**config.mk**
```make
export PLATFORM = sky130hd
export DESIGN_NAME = rf_wd_pipe
export DESIGN_NICKNAME = d
export VERILOG_FILES = /design/src/rtl/rf_wd_pipe.sv
export SDC_FILE = /design/constraint.sdc
export NUM_CORES = 1
export LEC_CHECK = 0
export BUFFER_PORTS_ARGS = -buffer_cell sky130_fd_sc_hd__clkbuf_2
export CELL_PAD_IN_SITES_DETAIL_PLACEMENT = 2
export CELL_PAD_IN_SITES_GLOBAL_PLACEMENT = 2
export CORE_MARGIN = 8
export CORE_UTILIZATION = 22
export DETAILED_ROUTE_END_ITERATION = 10
export HOLD_SLACK_MARGIN = 0.1
export PLACE_DENSITY_LB_ADDON = 0.1
export SETUP_SLACK_MARGIN = 0.1
export SYNTH_ARGS = -nofsm -noshare
export SYNTH_HDL_FRONTEND = slang
export SYNTH_SLANG_ARGS = --single-unit
export TNS_END_PERCENT = 100
```
**constraint.sdc**
```tcl
create_clock -name clk -period 2.17 [get_ports clk]
set_clock_uncertainty 0.1 [all_clocks]
set_input_delay 0.3255 -clock clk [delete_from_list [all_inputs] [get_ports clk]]
set_output_delay 0.3255 -clock clk [all_outputs]
set_load 0.02 [all_outputs]
```
**src/rtl/rf_wd_pipe.sv**
```systemverilog
// MEM/WB pipeline register: selects and aligns write-back data, qualifies the
// register-file write enable, flags illegal/misaligned ops, and reports forwarding hits.
module rf_wd_pipe #(
  parameter int unsigned XLEN   = 32,
  parameter int unsigned PC_INC = 4
) (
  input  logic            clk,
  input  logic            rst,
  input  logic            in_valid,
  input  logic            stall,
  input  logic            flush,
  input  logic [2:0]      sel,
  input  logic [2:0]      ld_type,
  input  logic [1:0]      addr_lo,
  input  logic [XLEN-1:0] alu,
  input  logic [XLEN-1:0] pc,
  input  logic [XLEN-1:0] sext,
  input  logic [XLEN-1:0] rdo,
  input  logic            we_in,
  input  logic [4:0]      rd_in,
  input  logic [4:0]      rs1,
  input  logic [4:0]      rs2,
  output logic            wb_valid,
  output logic            wb_we,
  output logic [4:0]      wb_rd,
  output logic [XLEN-1:0] wb_wd,
  output logic            fault,
  output logic            fault_sticky,
  output logic            fwd1,
  output logic            fwd2
);

  localparam logic [2:0] SEL_ALU = 3'd0;
  localparam logic [2:0] SEL_NPC = 3'd1;
  localparam logic [2:0] SEL_SXT = 3'd2;
  localparam logic [2:0] SEL_RDO = 3'd3;

  localparam logic [2:0] LD_B  = 3'b000;
  localparam logic [2:0] LD_H  = 3'b001;
  localparam logic [2:0] LD_W  = 3'b010;
  localparam logic [2:0] LD_BU = 3'b100;
  localparam logic [2:0] LD_HU = 3'b101;

  localparam logic [XLEN-1:0] PC_INC_X = XLEN'(PC_INC);

  logic [7:0]      ld_byte;
  logic [15:0]     ld_half;
  logic [31:0]     ld_word;
  logic [XLEN-1:0] ld_data;
  logic            ld_fault;
  logic [XLEN-1:0] mux_data;
  logic            mux_fault;
  logic [XLEN-1:0] next_wd;
  logic            next_fault;
  logic            next_we;

  // Lane selection is little-endian: byte lane = addr_lo, halfword lane = addr_lo[1].
  always_comb begin
    ld_word  = rdo[31:0];
    ld_half  = addr_lo[1] ? ld_word[31:16] : ld_word[15:0];
    ld_byte  = ld_word[8*addr_lo +: 8];
    ld_data  = '0;
    ld_fault = 1'b0;
    unique case (ld_type)
      LD_B:    ld_data = XLEN'($signed(ld_byte));
      LD_BU:   ld_data = XLEN'(ld_byte);
      LD_H: begin
        ld_data  = XLEN'($signed(ld_half));
        ld_fault = addr_lo[0];
      end
      LD_HU: begin
        ld_data  = XLEN'(ld_half);
        ld_fault = addr_lo[0];
      end
      LD_W: begin
        ld_data  = XLEN'($signed(ld_word));
        ld_fault = (addr_lo != 2'b00);
      end
      default: ld_fault = 1'b1;
    endcase
  end

  always_comb begin
    mux_data  = '0;
    mux_fault = 1'b0;
    unique case (sel)
      SEL_ALU: mux_data = alu;
      SEL_NPC: mux_data = pc + PC_INC_X;
      SEL_SXT: mux_data = sext;
      SEL_RDO: begin
        mux_data  = ld_data;
        mux_fault = ld_fault;
      end
      default: mux_fault = 1'b1;
    endcase
  end

  // A faulting op never writes and carries zero data; faults on idle slots are ignored.
  assign next_fault = in_valid & mux_fault;
  assign next_wd    = mux_fault ? '0 : mux_data;
  assign next_we    = we_in & in_valid & ~mux_fault & (rd_in != 5'd0);

  // Priority rst > flush > stall > capture; the stage accepts whenever stall is low.
  always_ff @(posedge clk) begin
    if (rst) begin
      wb_valid     <= 1'b0;
      wb_we        <= 1'b0;
      wb_rd        <= '0;
      wb_wd        <= '0;
      fault        <= 1'b0;
      fault_sticky <= 1'b0;
    end else if (flush) begin
      wb_valid <= 1'b0;
      wb_we    <= 1'b0;
      fault    <= 1'b0;
    end else if (stall) begin
      fault <= 1'b0;
    end else begin
      wb_valid <= in_valid;
      wb_we    <= next_we;
      wb_rd    <= rd_in;
      wb_wd    <= next_wd;
      fault    <= next_fault;
      if (next_fault) fault_sticky <= 1'b1;
    end
  end

  assign fwd1 = wb_valid & wb_we & (wb_rd != 5'd0) & (wb_rd == rs1);
  assign fwd2 = wb_valid & wb_we & (wb_rd != 5'd0) & (wb_rd == rs2);

endmodule

```
After elaboration in Yosys (flattened, before gate mapping)
Cells that the tools add are included.
- bits of input ports: 157
- register bits after elaboration: 41
- output and inout bits: 43
- word-level logic and storage cells: 46
- add/sub/neg operators: 1
- mux-type cells: 6
- eq/ne operators: 9
- reductions and logical operators: 12
- bitwise operators: 11
- shift operators: 1
- operators by type and width (kind ; count):
    $pmux W32 S5 ; 1
    $pmux W32 S4 ; 1
    $add A32 B3 Y32 const B ; 1
    $mux W32 ; 1
    $shiftx A32 B6 Y8 ; 1
    $mux W16 ; 1
    $eq A5 B5 Y1 ; 2
    $reduce_bool A5 Y1 ; 2
    $eq A3 B2 Y1 const B ; 3
    $and A1 B1 Y1 ; 8
    $eq A3 B1 Y1 const B ; 2
    $eq A3 B3 Y1 const B ; 2
    $logic_not A3 Y1 ; 2
    $reduce_or A2 Y1 ; 3
    $reduce_or A3 Y1 ; 2
    $not A1 Y1 ; 3
    $pmux W1 S3 ; 1
    $reduce_and A3 Y1 ; 1
    $pmux W1 S2 ; 1
    $reduce_and A2 Y1 ; 1
    $reduce_bool A2 Y1 ; 1

Logic depth before layout (Yosys ltp)
- depth in word-level cells: 7
- depth in mapped cells: 7
- depth with buffers taken out: 6

Worst setup path after synthesis
OpenSTA, ideal clock, no wires.
- path type: input to register
- start point: in addr_lo[1]
- end point: reg wb_wd[28]
- setup time: 117 ps
- required time: 1953 ps
- slack: 91 ps
- cell stages on the path: 7
- path buffers: 2
- arrival time: 1862 ps
- cells stage by stage: buf_2 mux2_2 a22o_1 clkbuf_1 a222oi_1 nand3b_1 a22o_1
- cells in the longest elaborated chain, start to end: 4
- elaborated cells on any way between the ends: 8
- those cells by class: shift: 1; mux: 6; reduce/logical: 1
- RTL lines (element ; line ; source):
    start: declaration ; 14 ; input logic [1:0] addr_lo,
    $shiftx A32 B6 Y8, or another cell as far along ; 61 ; ld_byte = ld_word[8*addr_lo +: 8];
    $pmux W32 S5 / $pmux W1 S3 (equally long branches) ; 64 ; unique case (ld_type)
    $pmux W32 S4 / $pmux W1 S2 (equally long branches) ; 86 ; unique case (sel)
    $mux W32 (*) ; 100 ; assign next_wd = mux_fault ? '0 : mux_data;
    end signal: assignment ; 122 ; wb_wd <= next_wd;
    end: declaration ; 26 ; output logic [XLEN-1:0] wb_wd,
Mark *: on every way between the ends. The rest lies on a longest branch, timed or not.
A chain may end at the register's enable or synchronous reset.

Worst setup path after layout
- start point: reg wb_rd[2]
- end point: out fwd1
- cells in the longest elaborated chain, start to end: 3
- elaborated cells on any way between the ends: 4
- those cells by class: eq/ne: 1; bitwise: 2; reduce/logical: 1
- RTL lines (element ; line ; source):
    start: declaration ; 25 ; output logic [4:0] wb_rd,
    start signal: assignment ; 121 ; wb_rd <= rd_in;
    $reduce_bool A5 Y1 ; 128 ; assign fwd1 = wb_valid & wb_we & (wb_rd != 5'd0) & (wb_rd == rs1);
    $and A1 B1 Y1 ; 128 ;
    $and A1 B1 Y1 (*) ; 128 ;
    end: declaration ; 29 ; output logic fwd1,
Marks and branches as above.

==> tab_implementation.tex <==
\begin{tabular}{lr}
\hline
Metric & Value \\
\hline
\multicolumn{2}{l}{\textbf{Worst setup path}} \\
\quad Launch instance of the worst register-to-register path & wb\_rd[2] \\
\quad Biggest fanout along the worst timing path & 2 \\
\quad Arrival time reported for the critical path endpoint & 1.69 ns \\
\quad Setup crit start kind & register \\
\quad Crit. End Element & primary output \\
\quad Cells on worst reg2reg path & 3 \\
\quad Internal reg-to-reg setup slack & 1.35 ns \\
\quad Data required time of the worst path & 1.74 ns \\
\quad Endpoint of the lowest-slack register-to-register path & wb\_rd[2] \\
\quad Worst Path Class, Setup & reg -> out \\
\multicolumn{2}{l}{\textbf{Routing}} \\
\quad Count of unresolved DRC violations after routing & 0 \\
\quad Detailed-route vias per instance & 5.16 \\
\quad Per-cell routed wire length & 22.9 um \\
\quad Routed wire length & 20.9 mm \\
\quad Antenna-violating nets left & 0 \\
\quad First DRT Iteration DRCs & 269 \\
\quad Total number of vias & 4,710 \\
\quad Detailed Routing Iterations Pass 1 & 5 \\
\multicolumn{2}{l}{\textbf{Global route}} \\
\quad Met2 Use GR & 35.7\% \\
\quad Total global routing track utilization & 20.0\% \\
\quad Vias in the first global route & 5,303 \\
\quad Most utilized layer in the global route result & met2 \\
\quad Met1 routing resource usage after global routing & 24.1\% \\
\quad Number of antenna violations at the first check in global routing & 0 \\
\quad Wire length of the first global-routing pass & 31.5 mm \\
\quad Met3 track utilization from global routing & 3.99\% \\
\quad GR Overflow Total & 0 \\
\quad Maximum number of pins on one net before global-route repair & 22 \\
\multicolumn{2}{l}{\textbf{STA}} \\
\quad Tightest Pin Transition & 0.731 ns \\
\quad Final hold slack & 0.151 ns \\
\quad Relative slew slack & 51.1\% \\
\quad Fin. max-slew vios & 0 \\
\quad Period utilization & 97.7\% \\
\quad Number of endpoints with negative hold slack in the final report & 0 \\
\quad Min Tclk post-route & 2.12 ns \\
\quad Unrepaired setup endpoints after global routing & true \\
\quad Achievable frequency & 0.472 GHz \\
\quad Final setup fails & 0 \\
\multicolumn{2}{l}{\textbf{Synth}} \\
\quad Number of enable flip-flop cells after synthesis & 0 \\
\quad Number of warnings reported in the yosys synthesis log & 0 \\
\quad Sequential fraction of the synthesis area & 22.6\% \\
\quad XOR/XNOR Fraction of Synth Area & 6.75\% \\
\quad Main combinational cell family by area after synthesis & compound AO/OA/AOI/OAI gates \\
\quad Area share of and/or/nand/nor cells after synthesis & 22.9\% \\
\quad Number of distinct library cells after synthesis & 65 \\
\quad Post-Synthesis Cell Area & 3630 um2 \\
\quad Fraction of registers with async set/reset & 0\% \\
\quad Gate count after technology mapping & 449 \\
\quad Post-synthesis area per instance & 8.09 um2 \\
\quad Flop and latch count out of synthesis & 41 \\
\quad Post-synthesis mux area share & 13.2\% \\
\quad Post-synthesis adder-cell area fraction & 0.345\% \\
\quad Number of nets produced by synthesis & 607 \\
\quad Post-synthesis compound-gate area fraction & 30.0\% \\
\quad Commonest register cell after synthesis & dfxtp\_1 \\
\multicolumn{2}{l}{\textbf{Clocking}} \\
\quad Max Root-Sink Buffers & 2 \\
\quad Clock transition at path regs & 0.07 ns \\
\quad Source-to-sink clock delay at the later pin of the worst-skew pair & 0.30 ns \\
\quad Root buffer cell & clkbuf\_16 \\
\quad CTS Sinks & 41 \\
\quad Max H-tree Level & 2 \\
\quad Number of clock buffers inserted by TritonCTS & 5 \\
\quad Clock tree from TritonCTS & built \\
\multicolumn{2}{l}{\textbf{Die}} \\
\quad Starting density of the core & 22.2\% \\
\quad Number of ports placed on the die boundary & 200 \\
\quad Core ar. & 16,300 um2 \\
\quad Count of standard-cell rows & 47 \\
\quad Die Ht & 144 um \\
\quad Die boundary width & 144 um \\
\quad Area of the die & 20,900 um2 \\
\multicolumn{2}{l}{\textbf{Finish}} \\
\quad Fraction of final layout cells with drive strength greater than 1 & 46.8\% \\
\quad Antenna diode instance count & 0 \\
\quad Count of filler cells inserted in the layout & 1,988 \\
\quad Post-layout instance area & 5550 um2 \\
\quad Final Non-Filler Cells & 913 \\
\quad Total number of nets in the final design & 850 \\
\quad Synthesis-to-finish area growth & 52.8\% \\
\multicolumn{2}{l}{\textbf{Placement}} \\
\quad Placed cell areas & 5330 um2 \\
\quad GP Congestion & 0.917 \\
\quad HPWL Detailed & 18.2 mm \\
\quad Instance count after placement with tap cells included & 904 \\
\quad Count of buffers from port buffering & 199 \\
\multicolumn{2}{l}{\textbf{Worst hold path}} \\
\quad Start point of the worst hold path & rd\_in[3] \\
\quad Worst hold path type & in -> reg \\
\quad Hold Path Depth & 3 \\
\quad Hold EP & wb\_rd[3] \\
\multicolumn{2}{l}{\textbf{Pwr}} \\
\quad Power density over cell area & 457 nW/um2 \\
\quad IR Drop Worst-Case VDD & 256 uV \\
\quad Lkg Pwr & 0.00250 uW \\
\multicolumn{2}{l}{\textbf{Outcome}} \\
\quad Run status & finished, final reports clean \\
\multicolumn{2}{l}{\textbf{Flow run}} \\
\quad Number of max-cap violations & 0 \\
\hline
\end{tabular}
kinds of logic (layout without fill, tap and decap cells):
family	count (synthesis)	in the layout
compound gates	154	154
flops	41	41
fa+ha+maj	1	1
xor+xnor	28	28
buf+inv	36	280
simple gates	146	146
mux	43	43
worst max path at each step:
stage               start   endpoint  depth (start not counted)
3_5_place_dp   addr_lo[1]  wb_wd[31]                          7
6_report         wb_rd[2]       fwd1                          4
4_1_cts          wb_rd[1]       fwd1                          4
5_1_grt          wb_rd[2]       fwd1                          4
3_3_place_gp   addr_lo[1]  wb_wd[31]                          7
2_1_floorplan  addr_lo[1]  wb_wd[28]                          7
placed cells by master (no fill, tap or decap), types with 4 or more instances in the layout:
cell type	n
a21oi_1	36
o21ai_0	31
o221ai_1	8
nor4b_1	4
buf_4	64
a221oi_1	5
nor2b_1	5
a31oi_1	4
a211oi_1	4
clkbuf_16	5
mux2_2	18
xor2_1	15
nand2b_1	4
clkbuf_2	195
inv_1	6
a222oi_1	11
and4_1	4
a22oi_1	9
or4_1	5
xnor2_1	13
nand3_1	19
nand4_1	8
nor2_1	12
mux2i_1	21
o221a_2	8
a2bb2oi_1	4
nor3_1	8
nor4_1	9
buf_12	4
dfxtp_1	38
nand2_1	40
a22o_1	7
per-layer routing:
layer / up-vias / wire length, um
met4: 0 / 232
li1: 2257 / -
met5: - / 0
met1: 2316 / 8990
met2: 125 / 10500
met3: 12 / 1150
critical path: stages, from the launching register on:
cell,delay (ns)
dfxtp_2,0.32
or4_4,0.51
o211ai_1,0.28
nor4_1,0.11
clkbuf_4,0.18
metrics by stage:
stage               power (uW)  worst slack (ns)  utilization (%)  setup TNS (ns)
floorplan                 1180             0.120                -               0
global placement          1610            -0.134             32.6          -0.572
detailed placement        1630            -0.219             32.6           -1.30
CTS                       2560          -0.00729             33.8        -0.00729
global route              2650           -0.0164             33.9         -0.0188
finish                    2530            0.0498             33.9               0
cell usage after synthesis (5+ instances only):
cell / count / share of area, %
nand4_1: 8 / 1.4
o21ai_0: 31 / 4.3
xor2_1: 15 / 3.6
dfxtp_1: 41 / 23
o221a_2: 8 / 2.5
xnor2_1: 13 / 3.1
inv_1: 6 / 0.62
nand2_1: 41 / 4.2
a222oi_1: 11 / 3.0
a21oi_1: 36 / 5.0
buf_1: 5 / 0.52
clkbuf_1: 22 / 2.3
nand3_1: 19 / 2.6
mux2i_1: 21 / 5.8
nor2b_1: 5 / 0.86
o221ai_1: 8 / 1.9
mux2_2: 20 / 6.2
a22oi_1: 9 / 1.9
nor4_1: 9 / 1.6
a221oi_1: 5 / 1.2
or4_1: 6 / 1.2
nor3_1: 8 / 1.1
nor2_1: 13 / 1.3
a22o_1: 8 / 1.9
flip-flops by register name (all words and copies together) (netlist names):
signal / cells
fault_sticky: 1
fault: 1
wb_wd: 32
wb_we: 1
wb_valid: 1
wb_rd: 5
power breakdown:
| group | total [uW] | switching, uW | internal [uW] |
|---|---|---|---|
| Combinational | 816 | 443 | 373 |
| Sequential | 800 | 19.1 | 780 |
| Clock | 919 | 342 | 576 |
| Total | 2530 | 804 | 1730 |
what timing repair did:
item | 4_1_cts | 5_1_grt
gates cloned | 0 | 0
gates resized for setup | 5 | 11
pin swaps | 4 | 3
hold buffers | 0 | 0
setup buffers | 1 | 0
setup endpoints to repair | 3 | 6
layout make-up:
type | instances | area [um2] | share of cell area [%]
Multi-Input combinational cell | 372 | 2690 | 48.5
Timing Repair Buffer | 266 | 1560 | 28.1
Sequential cell | 41 | 827 | 14.9
Tap cell | 220 | 275 | 4.96
Clock buffer | 7 | 143 | 2.57
Clock inverter | 1 | 30.0 | 0.541
Inverter | 6 | 22.5 | 0.406
No activity file was read; power rests on OpenSTA's default activity.
